**config.mk**
```make
export PLATFORM = sky130hd
export DESIGN_NAME = serial_subtractor
export DESIGN_NICKNAME = d
export VERILOG_FILES = /design/src/rtl/serial_arith_pkg.sv /design/src/rtl/full_subtractor_gatelevel_module.sv /design/src/rtl/serial_subtractor.sv
export SDC_FILE = /design/constraint.sdc
export NUM_CORES = 1
export LEC_CHECK = 0
export ABC_AREA = 1
export CAP_MARGIN = 30
export CORE_UTILIZATION = 51
export CTS_CLUSTER_SIZE = 8
export DETAILED_ROUTE_END_ITERATION = 8
export GPL_ROUTABILITY_DRIVEN = 0
export GPL_TIMING_DRIVEN = 0
export PLACE_DENSITY = 0.78
export SYNTH_ARGS = -nofsm -noshare
export SYNTH_HDL_FRONTEND = slang
export SYNTH_HIERARCHICAL = 1
export SYNTH_SLANG_ARGS = --single-unit
```
**constraint.sdc**
```tcl
create_clock -name clk -period 1.5 [get_ports clk]
set_input_delay 0.15 -clock clk [delete_from_list [all_inputs] [get_ports clk]]
set_output_delay 0.15 -clock clk [all_outputs]
set_load 0.02 [all_outputs]
```
**src/rtl/serial_arith_pkg.sv**
```systemverilog
// Shared definitions for the bit-serial arithmetic blocks (subtractor now, adder later).
package serial_arith_pkg;

   localparam int unsigned DefaultWidth = 8;

   localparam logic [1:0] S_IDLE = 2'd0;
   localparam logic [1:0] S_RUN  = 2'd1;
   localparam logic [1:0] S_DONE = 2'd2;

   typedef enum logic [1:0] {
      StIdle = S_IDLE,
      StRun  = S_RUN,
      StDone = S_DONE
   } state_e;

endpackage

```
**src/rtl/full_subtractor_gatelevel_module.sv**
```systemverilog
// One-bit full subtractor built from primitive gates: diff = a ^ b ^ bin.
module full_subtractor_gatelevel_module (
   input  logic a,
   input  logic b,
   input  logic bin,
   output logic diff,
   output logic bout
);

   logic a_xor_b;
   logic a_n;
   logic a_xnor_b;
   logic gen_borrow;
   logic prop_borrow;

   xor g_xor_ab   (a_xor_b, a, b);
   xor g_xor_diff (diff, a_xor_b, bin);
   not g_not_a    (a_n, a);
   not g_not_x    (a_xnor_b, a_xor_b);
   and g_and_gen  (gen_borrow, a_n, b);
   and g_and_prop (prop_borrow, a_xnor_b, bin);
   or  g_or_bout  (bout, gen_borrow, prop_borrow);

endmodule

```
**src/rtl/serial_subtractor.sv**
```systemverilog
// Bit-serial unsigned subtractor, LSB first, one bit per clock with a registered borrow.
module serial_subtractor
   import serial_arith_pkg::*;
#(
   parameter int unsigned WIDTH = DefaultWidth
) (
   input  logic             clk,
   input  logic             rst,
   input  logic             in_valid,
   output logic             in_ready,
   input  logic [WIDTH-1:0] a,
   input  logic [WIDTH-1:0] b,
   output logic             out_valid,
   input  logic             out_ready,
   output logic [WIDTH-1:0] diff,
   output logic             borrow
);

   localparam int unsigned CntW = $clog2(WIDTH) + 1;
   localparam logic [CntW-1:0] LastBit = CntW'(WIDTH - 1);

   state_e           state_q;
   logic [WIDTH-1:0] sa_q, sa_d;
   logic [WIDTH-1:0] sb_q, sb_d;
   logic [WIDTH-1:0] res_q, res_d;
   logic [WIDTH-1:0] diff_q;
   logic             borrow_r_q;
   logic             borrow_out_q;
   logic [CntW-1:0]  cnt_q, cnt_d;
   logic             bit_d;
   logic             bit_bout;

   full_subtractor_gatelevel_module u_full_sub (
      .a    (sa_q[0]),
      .b    (sb_q[0]),
      .bin  (borrow_r_q),
      .diff (bit_d),
      .bout (bit_bout)
   );

   always_comb begin
      sa_d  = sa_q >> 1;
      sb_d  = sb_q >> 1;
      res_d = {bit_d, res_q[WIDTH-1:1]};
      cnt_d = cnt_q + 1'b1;
   end

   // diff/borrow outputs are separate from the working result so they only move entering DONE.
   always_ff @(posedge clk or posedge rst) begin
      if (rst) begin
         state_q      <= StIdle;
         sa_q         <= '0;
         sb_q         <= '0;
         res_q        <= '0;
         diff_q       <= '0;
         borrow_r_q   <= 1'b0;
         borrow_out_q <= 1'b0;
         cnt_q        <= '0;
      end else begin
         unique case (state_q)
            StIdle: begin
               if (in_valid) begin
                  sa_q       <= a;
                  sb_q       <= b;
                  borrow_r_q <= 1'b0;
                  cnt_q      <= '0;
                  state_q    <= StRun;
               end
            end
            StRun: begin
               sa_q       <= sa_d;
               sb_q       <= sb_d;
               res_q      <= res_d;
               borrow_r_q <= bit_bout;
               cnt_q      <= cnt_d;
               if (cnt_q == LastBit) begin
                  diff_q       <= res_d;
                  borrow_out_q <= bit_bout;
                  state_q      <= StDone;
               end
            end
            StDone: begin
               if (out_ready) begin
                  state_q <= StIdle;
               end
            end
            default: state_q <= StIdle;
         endcase
      end
   end

   always_comb begin
      in_ready  = (state_q == StIdle);
      out_valid = (state_q == StDone);
      diff      = diff_q;
      borrow    = borrow_out_q;
   end

endmodule

```
# ---- Word-level counts from Yosys, hierarchy flattened
# Cells that the tools add are included.
dict set report word_totals {
  regBits 40
  inputBits 20
  output_inout_bits 11
  elab_cells 39
}
dict set report op_classes {
  n_addsub 1
  n_eq_ne 6
  n_mux 12
  bitwise_logic 7
  reduce_logical 5
}
# cell count
set op_table {}
lappend op_table {{one-hot mux 8 bit (2 select lines)} 2}
lappend op_table {{2-to-1 mux 8 bit} 2}
lappend op_table {{one-hot mux 4 bit (2 select lines)} 1}
lappend op_table {{2-to-1 mux 2 bit} 3}
lappend op_table {{one-hot mux 2 bit (3 select lines)} 1}
lappend op_table {{adder 4 x 1 -> 4 bit, second input constant} 1}
lappend op_table {{equality test 4 x 3 -> 1 bit, second input constant} 1}
lappend op_table {{2-to-1 mux 4 bit} 1}
lappend op_table {{!= test 2 bit, second input constant} 2}
lappend op_table {{AND reduction 2 bit} 2}
lappend op_table {{AND reduction 3 bit} 1}
lappend op_table {{bitwise AND 1 bit} 2}
lappend op_table {{equality test 2 x 1 -> 1 bit, second input constant} 1}
lappend op_table {{equality test 2 bit, second input constant} 1}
lappend op_table {{zero test 2 bit} 1}
lappend op_table {{!= test 2 x 1 -> 1 bit, second input constant} 1}
lappend op_table {{inverter 1 bit} 2}
lappend op_table {{one-hot mux 1 bit (2 select lines)} 1}
lappend op_table {{nonzero test 2 bit} 1}
lappend op_table {{XOR 1 bit} 2}
lappend op_table {{2-to-1 mux 1 bit} 1}
lappend op_table {{OR 1 bit} 1}

# ---- Logic depth before layout (Yosys ltp)
# Gate-level depths: netlist (run 1).
dict set report logic_depth {
  depth_word 5
  ltp_mapped 7
  depth_no_buf 6
}

# ---- Hierarchy
# The synthesis (run 1) kept the hierarchy.
# module n_inst cells_per_inst area_each_um2 seq_area_each_um2
set by_module_without_submodules {}
lappend by_module_without_submodules {serial_subtractor 1 194 1674.1 975.9}
lappend by_module_without_submodules {full_subtractor_gatelevel_module 1 4 31.3 0.0}

# ---- Least setup slack after synthesis (run 1)
# OpenSTA, ideal clock, no wires.
dict set report synth_timing {
  path_type {register -> register}
  startpoint {reg sa_q[0]}
  endpoint {reg res_q[7]}
  setup_ns 0.076
  arrival_ns 1.026
  required_ns 1.424
  slack_ns 0.397
  path_stages_with_launch 4
  n_path_buf 0
  synth_period_minus_slack_ns 1.103
  path_cell_list {dfrtp_1 > fa_1 > nand2_1 > o21ai_1}
}
dict set report synth_between {
  elab_chain_len 2
}
# item line
set synth_rtl {}
lappend synth_rtl {{from (decl)} serial_subtractor.sv:23} ;# logic [WIDTH-1:0] sa_q, sa_d;
lappend synth_rtl {{from (signal assigned)} serial_subtractor.sv:52} ;# sa_q <= '0;
lappend synth_rtl {{from (signal assigned)} serial_subtractor.sv:63} ;# sa_q <= a;
lappend synth_rtl {{from (signal assigned)} serial_subtractor.sv:71} ;# sa_q <= sa_d;
lappend synth_rtl {{XOR 1 bit} full_subtractor_gatelevel_module.sv:16} ;# xor g_xor_ab (a_xor_b, a, b);
lappend synth_rtl {{XOR 1 bit} full_subtractor_gatelevel_module.sv:17} ;# xor g_xor_diff (diff, a_xor_b, bin);
lappend synth_rtl {{via bit_d} serial_subtractor.sv:30} ;# logic bit_d;
lappend synth_rtl {{to (signal assigned)} serial_subtractor.sv:73} ;# res_q <= res_d;
lappend synth_rtl {{to (decl)} serial_subtractor.sv:25} ;# logic [WIDTH-1:0] res_q, res_d;
# The timed path passes the listed nets, and every way through them passes these cells.
# A chain may end at the register's enable or synchronous reset.

# ---- Final worst setup path (run 1)
dict set report layout_timing {
  startpoint {reg state_q[0]}
  endpoint {out in_ready}
}
dict set report layout_between {
  elab_chain_len 1
}
# item line
set layout_rtl {}
lappend layout_rtl {{from (decl)} serial_subtractor.sv:22} ;# state_e state_q;
lappend layout_rtl {{from (signal assigned)} serial_subtractor.sv:51} ;# state_q <= StIdle;
lappend layout_rtl {{from (signal assigned)} serial_subtractor.sv:67} ;# state_q <= StRun;
lappend layout_rtl {{from (signal assigned)} serial_subtractor.sv:79} ;# state_q <= StDone;
lappend layout_rtl {{zero test 2 bit} serial_subtractor.sv:93} ;# in_ready = (state_q == StIdle);
lappend layout_rtl {{to (decl)} serial_subtractor.sv:10} ;# output logic in_ready,
# Every way passes these cells.

==> impl_results.md, run 1 <==
* Status: finished, final reports clean
* Syn_nets at 220
* Pins Over Slew Limit at 0
* Synth Register Bits at 39
* Total Routing Usage GR at 22.9%
* Chip width at 59.8 um
* Post-synthesis mux area share at 0%
* R2R cell count at 6
* Vias in the first global route at 1353
* Worst path max stage delay at 0.46 ns
* Min Tclk post-route at 1.46 ns
* Global-route wire length before repair at 5910 um
* LEAKAGE at 0.00116 uW
* Final core occ at 69.6%
* Post-CTS Hold Fix Bufs at 0
* Root buffer selected by CTS: clkbuf_4
* Worst-Skew Late Latency at 0.34 ns
* Worst path depth at 3
* Least-Margin Pin Slew at 0.773 ns
* Distinct cells, synth at 17
* Highest-count cells in the layout ignoring fill and taps: nand2_1 (73), nand3_1 (52), dfrtp_1 (38), clkdlybuf4s50_1 (22), inv_1 (7)
* Fill count at 278
* Relative slew margins at 48.4%
* Post-Syn Area at 1710 um^2
* Syn_area_per_cell at 8.61 um^2
* Hpwl dp at 2460 um
* Yosys warns at 6
* Final worst path period share at 97.1%
* Final WS setup at 0.0437 ns
* Required time worst endpoint at 1.35 ns
* CP cell instances: nor2_4 > buf_6 > buf_2
* DR WL/cell at 12.8 um
* Max FO, Critical Path at 10
* Die area at 3580 um^2
* Main combinational cell family by area after synthesis: simple AND/OR/NAND/NOR gates
* # port buffers at 30
* Final Hold Fails at 0
* Reg clk slew, reported paths at 0.11 ns
* Max Clock Freq at 687 MHz
* WP buf/inv at 2
* Clock buffer depth at 2
* H-tree Lvls at 2
* Fraction of the mapped netlist area in compound gates at 1.91%
* WHS at 0.263 ns
* Share of layout cells above drive strength 1 at 8.86%
* Starting Density at 55.0%
* Most common cell after layout, fill and taps aside: nand2_1
* Sink Count at 39
* DRT Pass-1 Iters at 4
* Final std cells w/o fill at 281
* Slowest-stage cell, CP: dfrtp_2
* TritonCTS Buffers at 5
* Antenna violations before repair at 0
* Max-capacitance violation count at 0
* GRT Residual Overflow at 0
* Worst EP arrival at 1.31 ns
* Routed Antenna Nets at 0
* Synth Area in Simple Gates at 33.8%
* WS Path Type: reg2out
* Final Net Count at 258
* Residual DRC at 0
* Power Dens Cells at 1850 nW/um^2
* Instance count of the mapped netlist at 198
* Pin count of the biggest net entering global routing at 40
* I/O pin total at 31
* DR iter-0 viols at 111
* FP Rows at 20
* Avg Vias per Cell at 5.23
* Ant diodes at 0
* Clk_skew at 0.0104 ns
* Critical Path Start Type: flop
* Peak VDD IR at 0.00105 V
* Final wirelength at 3590 um
* Die Y at 59.8 um
* Hold Crit Class: in2async
* DP Worst Slack at -0.268 ns
* Detailed-route via count at 1470
* RSZ-0062 raised after global routing: false
* Worst setup EP type: output pin
* Core area at 3100 um^2
* Setup-failing EPs final at 0
* Syn-to-layout area delta at 26.6%
* Adder-cell share of the synthesized area at 1.91%
* Post-Synth XOR/XNOR Area at 0%
* Top delay family on crit path: flip-flops
* R2r setup slk at 0.14 ns
* Placed cells at 272
* Post-synthesis sequential area ratio at 57.2%
* CTS tree: done
worst reg2reg max path, cell delays in order (launching register included):
cell and delay (ns):
dfrtp_1 0.43, inv_1 0.13, nand2_1 0.11, buf_2 0.21, nor2_4 0.25, nand2_1 0.10, nand2_1 0.07
sequential cells by signal (all words and copies together), names as in the netlist:
| signal | cells |
|---|---|
| state_q | 2 |
| sb_q | 8 |
| borrow | 1 |
| diff | 8 |
| sa_q | 8 |
| cnt_q | 4 |
| borrow_r_q | 1 |
| res_q | 7 |
metal layers:
layer	GRT usage [%]	vias to the layer above	share of wire, %
li1	-	720	-
met1	30.0	706	45
met2	35.2	40	49
met3	4.55	4	4.3
met4	13.6	0	1.3
met5	0	-	0
where the power goes:
group / internal (uW) / switching, uW
sequential: 1470 / 285
combinational: 671 / 974
clock: 276 / 329
total: 2420 / 1590
final cells by class:
| class | instances | area (um^2) | area share (%) |
|---|---|---|---|
| well taps | 44 | 55.1 | 2.55 |
| clock buffers | 8 | 68.8 | 3.19 |
| flip-flops and latches | 39 | 977 | 45.2 |
| repair buffers | 31 | 318 | 14.7 |
| plain buffers | 10 | 61.3 | 2.84 |
| multi-input cells | 141 | 649 | 30.1 |
| inverters | 8 | 30.0 | 1.39 |
logic make-up after synthesis:
| group | count (synthesis) |
|---|---|
| AND/OR/NAND/NOR | 133 |
| buffers and inverters | 18 |
| flip-flops | 39 |
| adder cells (fa/ha/maj) | 2 |
| AO/OA/AOI/OAI | 6 |
synthesized netlist by cell type, drive strengths merged:
cell	instances	area share [%]
buf	7	2.7
clkbuf	3	0.66
dfrtp	39	57
fa	1	1.2
ha	1	0.73
inv	8	1.8
nand2	74	16
nand3	52	15
nand4	1	0.37
nor2	6	1.8
o21ai	5	1.5
o31ai	1	0.44
metrics by stage:
| step | power [uW] | TNS [ns] | area (um^2) |
|---|---|---|---|
| 2_1_floorplan | 2820 | 0 | 1710 |
| 3_3_place_gp | 3330 | -12.84 | 2060 |
| 3_5_place_dp | 3390 | -0.268 | 2060 |
| 4_1_cts | 4010 | 0 | 2130 |
| 5_1_grt | 4300 | 0 | 2160 |
| 6_report | 4010 | 0 | 2160 |
worst paths after layout:
path / from / endpoint
max: state_q[0] / in_ready
max in group asynchronous: rst / state_q[0]
min reg2reg: res_q[1] / diff[0]
min: rst / sa_q[4]
max reg2reg: state_q[1] / diff[7]
min in group clk: b[7] / sb_q[7]
timing repair:
action	CTS	global route
setup buffers	0	1
resized for setup	8	8
endpoints found under the setup margin	2	8
pin swaps	1	1
Note: power is estimated with default switching activity, not from simulation.
==> run 2, diff against run 1 <==
--- a/config.mk
+++ b/config.mk
@@ -8,11 +8,13 @@
 export ABC_AREA = 1
 export CAP_MARGIN = 30
 export CORE_UTILIZATION = 51
+export CTS_BUF_LIST = sky130_fd_sc_hd__clkbuf_16
 export CTS_CLUSTER_SIZE = 8
 export DETAILED_ROUTE_END_ITERATION = 8
 export GPL_ROUTABILITY_DRIVEN = 0
 export GPL_TIMING_DRIVEN = 0
 export PLACE_DENSITY = 0.78
+export SETUP_SLACK_MARGIN = 0.4
 export SYNTH_ARGS = -nofsm -noshare
 export SYNTH_HDL_FRONTEND = slang
 export SYNTH_HIERARCHICAL = 1
==> run 2 against run 1 <==
Effect of this change:
- worst hold slack better by 0.086 ns
- wire length up 45%
- critical endpoint unchanged
- flip-flop and latch count unchanged
- sequential power up 5%
- clock power up 95%
- first-iteration DRC count up 49%
==> impl_results.md, run 2 (synthesized netlist as in run 1, its figures left out) <==
* GRT Residual Overflow at 0 (unchanged)
* Routed Antenna Nets at 0 (unchanged)
* Reg clk slew, reported paths at 0.06 ns (was 0.11 ns)
* Sink Count at 39 (unchanged)
* Setup-failing EPs final at 0 (unchanged)
* DR WL/cell at 17.5 um (was 12.8 um)
* Most used cell along the critical path: buf_6
* I/O pin total at 31 (unchanged)
* CP startpoint: state_q[0] (unchanged)
* # port buffers at 30 (unchanged)
* Final Net Count at 275 (was 258)
* Highest-count cells in the layout ignoring fill and taps: nand2_1 (57), nand3_1 (47), dfrtp_1 (38), clkdlybuf4s50_1 (18), nand2_2 (12) (was nand2_1 (73), nand3_1 (52), dfrtp_1 (38), clkdlybuf4s50_1 (22), inv_1 (7))
* Power Dens Cells at 2140 nW/um^2 (was 1850 nW/um^2)
* Chip width at 59.8 um (unchanged)
* Antenna violations before repair at 0 (unchanged)
* Hpwl dp at 2420 um (was 2460 um)
* Ant diodes at 0 (unchanged)
* Core area at 3100 um^2 (unchanged)
* Residual DRC at 0 (unchanged)
* Clk_skew at 0.00343 ns (was 0.0104 ns)
* Final wirelength at 5210 um (was 3590 um)
* FP Rows at 20 (unchanged)
* H-tree Lvls at 2 (unchanged)
* WS Path Type: reg2out (unchanged)
* Peak VDD IR at 0.00121 V (was 0.00105 V)
* Min Tclk post-route at 1.26 ns (was 1.46 ns)
* Worst-Skew Late Latency at 0.28 ns (was 0.34 ns)
* Pin count of the biggest net entering global routing at 40 (unchanged)
* CTS tree: done (unchanged)
* TritonCTS Buffers at 5 (unchanged)
* Share of layout cells above drive strength 1 at 31.5% (was 8.86%)
* Worst r2r src: borrow_r_q (was state_q[1])
* Hold Crit Class: in2async (unchanged)
* Final std cells w/o fill at 298 (was 281)
* LEAKAGE at 0.00129 uW (was 0.00116 uW)
* Max FO, Critical Path at 3 (was 10)
* Root buffer selected by CTS: clkbuf_16 (was clkbuf_4)
* Design area at 2630 um^2 (was 2160 um^2)
* Slowest-stage cell, CP: dfrtp_1 (was dfrtp_2)
* Worst setup EP type: output pin (unchanged)
* WHS at 0.349 ns (was 0.263 ns)
* Required time worst endpoint at 1.35 ns (about the same)
* Setup tns final at 0 ns (unchanged)
* Critical Path Start Type: flop (unchanged)
* Final Hold Fails at 0 (unchanged)
* Total Routing Usage GR at 26.5% (was 22.9%)
* Syn-to-layout area delta at 54.2% (was 26.6%)
* Max-capacitance violation count at 0 (unchanged)
* Area after DPL at 2060 um^2 (unchanged)
* Worst path max stage delay at 0.44 ns (was 0.46 ns)
* Relative slew margins at 46.5% (was 48.4%)
* CP cell instances: nor2_4 > buf_6 > buf_6 (was nor2_4 > buf_6 > buf_2)
* Vias in the first global route at 1526 (was 1353)
* Starting Density at 55.0% (unchanged)
* Die area at 3580 um^2 (unchanged)
* Die Y at 59.8 um (unchanged)
* RSZ-0062 raised after global routing: true (was false)
* Most common cell after layout, fill and taps aside: nand2_1 (unchanged)
* Final worst path period share at 83.8% (was 97.1%)
* Clock buffer depth at 2 (unchanged)
* Status: finished, final reports clean (unchanged)
* Global-route wire length before repair at 6850 um (was 5910 um)
* Placed cells at 272 (unchanged)
* Worst EP arrival at 1.11 ns (was 1.31 ns)
* Least-Margin Pin Slew at 0.801 ns (was 0.773 ns)
* Max Clock Freq at 796 MHz (was 687 MHz)
* Avg Vias per Cell at 5.74 (was 5.23)
* Post-CTS Hold Fix Bufs at 0 (unchanged)
* DRT Pass-1 Iters at 5 (was 4)
* Pins Over Slew Limit at 0 (unchanged)
* DR iter-0 viols at 165 (was 111)
* Detailed-route via count at 1712 (was 1470)
==> run 2: worst paths after layout <==
path,end,slack [ns],depth (start not counted)
worst max-delay path,in_ready,0.24,3
worst min-delay path,sb_q[1],0.35,2
worst max register to register,diff[7],0.25,4
worst min register to register,diff[3],0.47,2
max in group asynchronous,state_q[1],0.60,2
min in group clk,sb_q[2],0.36,3
==> run 2: layout make-up <==
cell class                 instances  area [um^2]
timing repair buffer              46          443
buffer                            10          115
inverter                           8         40.0
clock inverter                     3         38.8
multi-input combinational        143          836
sequential                        39          977
tap                               44         55.1
fill                             163          473
clock buffer                       5          125
==> run 2: where the power goes <==
group / leakage, uW / internal (uW) / switching [uW]
Combinational: 0.000712 / 1140 / 1440
Clock: 0.0000812 / 775 / 408
Sequential: 0.000501 / 1480 / 369
Total: 0.00129 / 3400 / 2220
==> run 2: repair_timing <==
item                       4_1_cts  5_1_grt
cloned                           2        3
setup buffers                    7        6
pin swaps                        7        9
hold endpoints to repair         0        0
resized for setup               64       51
setup endpoints to repair       50       49
==> run 2: worst max-delay path: cells and delay by family, from the launching register on <==
family                 cells  cell delay, ns
buffers and inverters      2            0.22
flip-flops                 1            0.44
AND/OR/NAND/NOR            1            0.17
==> run 2: routing by layer <==
| metal | GRT usage [%] | up-vias | part of all wire (%) |
|---|---|---|---|
| li1 | - | 759 | - |
| met4 | 12.0 | 0 | 4.0 |
| met2 | 44.1 | 116 | 50 |
| met1 | 32.7 | 816 | 38 |
| met3 | 6.28 | 21 | 7.6 |
| met5 | 0 | - | 0 |
==> run 2: per-stage QoR <==
stage               total power [uW]  utilization [%]  worst slack, ns
CTS                             4920             77.2            0.287
global route                    5860             84.8            0.200
finish                          5620             84.8            0.243
detailed placement              3390             66.4           -0.230
floorplan                       2820                -            0.408
global placement                3310             66.4           -0.318
==> run 3, diff against run 2 <==
--- a/config.mk
+++ b/config.mk
@@ -7,13 +7,13 @@
 export LEC_CHECK = 0
 export ABC_AREA = 1
 export CAP_MARGIN = 30
-export CORE_UTILIZATION = 51
+export CORE_UTILIZATION = 46
 export CTS_BUF_LIST = sky130_fd_sc_hd__clkbuf_16
 export CTS_CLUSTER_SIZE = 8
 export DETAILED_ROUTE_END_ITERATION = 8
 export GPL_ROUTABILITY_DRIVEN = 0
 export GPL_TIMING_DRIVEN = 0
-export PLACE_DENSITY = 0.78
+export PLACE_DENSITY = 0.74
 export SETUP_SLACK_MARGIN = 0.4
 export SYNTH_ARGS = -nofsm -noshare
 export SYNTH_HDL_FRONTEND = slang
==> constraint.sdc (replaced) <==
create_clock -name clk -period 1.1 [get_ports clk]
set_input_delay 0.11 -clock clk [delete_from_list [all_inputs] [get_ports clk]]
set_output_delay 0.11 -clock clk [all_outputs]
set_load 0.02 [all_outputs]
==> run 3 against run 2 <==
Effect of this change:
- via count grew 0.53%
- the flow now finishes with violations (negative hold slack, negative setup slack)
- die area up 11%
- largest power group unchanged
- global-route usage down 0.35 points
- register-to-register slack got worse by 0.38 ns
- final area is 4.9% higher
- largest cell class unchanged
- non-clock buffer count up 5
- critical path type unchanged
- utilization decreased by 4.6 points
- first-iteration DRC count is 2.4% lower
- final cell count grew 2.3%
- total power increased by 43%
==> impl_results.md, run 3 (synthesized netlist as in run 1, its figures left out) <==
* CP cell instances: nor2_4 > buf_6 > buf_6 (unchanged)
* Hpwl dp at 2420 um (about the same)
* Psw at 3190 uW (was 2220 uW)
* Fill count at 211 (was 163)
* H-tree Lvls at 2 (unchanged)
* Vias in the first global route at 1662 (was 1526)
* Die area at 3960 um^2 (was 3580 um^2)
* Power Dens Cells at 2910 nW/um^2 (was 2140 nW/um^2)
* WHS at -0.0689 ns (was 0.349 ns)
* Highest-count cells in the layout ignoring fill and taps: nand2_1 (51), nand3_1 (40), dfrtp_1 (37), buf_6 (19), clkdlybuf4s50_1 (18) (was nand2_1 (57), nand3_1 (47), dfrtp_1 (38), clkdlybuf4s50_1 (18), nand2_2 (12))
* Clk_skew at 0.00542 ns (was 0.00343 ns)
* Required time worst endpoint at 0.99 ns (was 1.35 ns)
* Detailed-route via count at 1721 (was 1712)
* Seq pwr share at 31.7% (was 32.8%)
* Post-CTS Hold Fix Bufs at 0 (unchanged)
* Max Clock Freq at 815 MHz
* FP Rows at 21 (was 20)
* Total power at 8030 uW (was 5620 uW)
* Cell-internal power at 4840 uW (was 3400 uW)
* Antenna violations before repair at 0 (unchanged)
* # port buffers at 30 (unchanged)
* Peak VDD IR at 0.00143 V (was 0.00121 V)
* Status: finished with violations (was finished, final reports clean)
* Final WS setup at -0.127 ns (was 0.243 ns)
* Syn-to-layout area delta at 61.8% (was 54.2%)
* Root buffer selected by CTS: clkbuf_16 (unchanged)
* CTS tree: done (unchanged)
* Worst path max stage delay at 0.44 ns (about the same)
* Residual DRC at 0 (unchanged)
* R2r setup slk at -0.13 ns (was 0.25 ns)
* I/O pin total at 31 (unchanged)
* Final Hold Fails at 39 (was 0)
* RSZ-0062 raised after global routing: true (unchanged)
* Max-capacitance violation count at 0 (unchanged)
* Slowest-stage cell, CP: dfrtp_2 (was dfrtp_1)
* Combinational power share at 51.5% (was 46.1%)
* Design area at 2760 um^2 (was 2630 um^2)
* Most used cell along the critical path: buf_6 (unchanged)
* Final worst path period share at 112%
* Worst-Skew Late Latency at 0.28 ns (about the same)
* Setup-failing EPs final at 38 (was 0)
* Max FO, Critical Path at 2 (was 3)
* Total Routing Usage GR at 26.2% (was 26.5%)
* Violated checks: negative hold slack, negative setup slack
* Pins Over Slew Limit at 0 (unchanged)
* Min Tclk post-route at 1.23 ns
* Global-route wire length before repair at 7730 um (was 6850 um)
* Area after DPL at 2150 um^2 (was 2060 um^2)
* Sink Count at 39 (unchanged)
* Switch share at 39.7% (was 39.6%)
* DR WL/cell at 17.2 um (was 17.5 um)
* Share of layout cells above drive strength 1 at 37.8% (was 31.5%)
* Die Y at 62.9 um (was 59.8 um)
* Relative slew margins at 70.3% (was 46.5%)
* Starting Density at 49.5% (was 55.0%)
* Chip width at 62.9 um (was 59.8 um)
* TritonCTS Buffers at 5 (unchanged)
* WP buf/inv at 2 (unchanged)
* Most common cell after layout, fill and taps aside: nand2_1 (unchanged)
* Clock share of power at 16.8% (was 21.1%)
* Final wirelength at 5250 um (was 5210 um)
* Final Net Count at 281 (was 275)
* Avg Vias per Cell at 5.64 (was 5.74)
* Routed Antenna Nets at 0 (unchanged)
* Critical Path Start Type: flop (unchanged)
* Ant diodes at 0 (unchanged)
* Clock buffer depth at 2 (unchanged)
* Reg clk slew, reported paths at 0.06 ns (about the same)
* DRT Pass-1 Iters at 4 (was 5)
* Hold Crit Class: in2async (unchanged)
* GRT Residual Overflow at 0 (unchanged)
* DP Worst Slack at -0.417 ns (was -0.230 ns)
* DR iter-0 viols at 161 (was 165)
* Core area at 3440 um^2 (was 3100 um^2)
* Register area at 978 um^2 (was 977 um^2)
* Top delay family on crit path: flip-flops (unchanged)
* WS Path Type: reg2out (unchanged)
* LEAKAGE at 0.00136 uW (was 0.00129 uW)
* Pin count of the biggest net entering global routing at 21 (was 40)
* Worst setup EP type: output pin (unchanged)
* Least-Margin Pin Slew at 0.443 ns (was 0.801 ns)
* Area of the multi-input gates at 893 um^2 (was 836 um^2)
* Worst EP arrival at 1.12 ns (was 1.11 ns)
-- run 3: path summary, 6_finish.rpt --
check,depth (start not counted),end,from
setup / recovery,3,in_ready,state_q[1]
setup reg to reg,7,sb_q[4],state_q[0]
max in group asynchronous,2,state_q[1],rst
min in group clk,3,sb_q[7],b[7]
hold reg to reg,2,diff[6],res_q[7]
hold / removal,2,state_q[0],rst
-- run 3: layer usage --
metal | track usage [%] | routed length (um) | part of all wire [%]
met4 | 9.88 | 95 | 1.8
met1 | 34.2 | 2170 | 41
met2 | 41.3 | 2700 | 51
met3 | 7.30 | 285 | 5.4
met5 | 0 | 0 | 0
-- run 3: cell type report --
type / instances / share of cell area [%]
flip-flops and latches: 39 / 35.4
multi-input cells: 142 / 32.4
repair buffers: 51 / 18.6
plain buffers: 10 / 4.62
clock buffers: 5 / 4.53
well taps: 46 / 2.09
inverters: 8 / 1.59
repair inverters: 2 / 0.453
clock inverters: 2 / 0.317
-- run 3: worst register-to-register path: cells and delay by family, from the launching register on --
family | cells | cell delay (ns)
buffers and inverters | 4 | 0.45
flip-flops | 1 | 0.44
AND/OR/NAND/NOR | 3 | 0.22
-- run 3: timing repair --
item	CTS	global route
setup endpoints to repair	89	51
hold endpoints to repair	0	10
gates resized for setup	102	33
cloned	4	1
setup buffers	14	5
pin swaps	10	11
-- run 3: power by group through the flow --
stage,clock (uW),sequential [uW],combinational (uW)
floorplan,0,2510,1590
global route,1420,2600,4410
global placement,0,2420,2410
detailed placement,0,2420,2470
finish,1350,2540,4130
CTS,1350,2440,3500
-- run 3: metrics by stage --
step	hold slack (ns)	util (%)	cells	setup TNS [ns]
floorplan	0.0824	-	198	0
global placement	0.453	62.6	274	-7.93
detailed placement	0.457	62.6	274	-8.57
CTS	0.301	75.2	299	-2.29
global route	-0.0479	80.2	305	-4.59
finish	-0.0689	80.2	305	-3.08
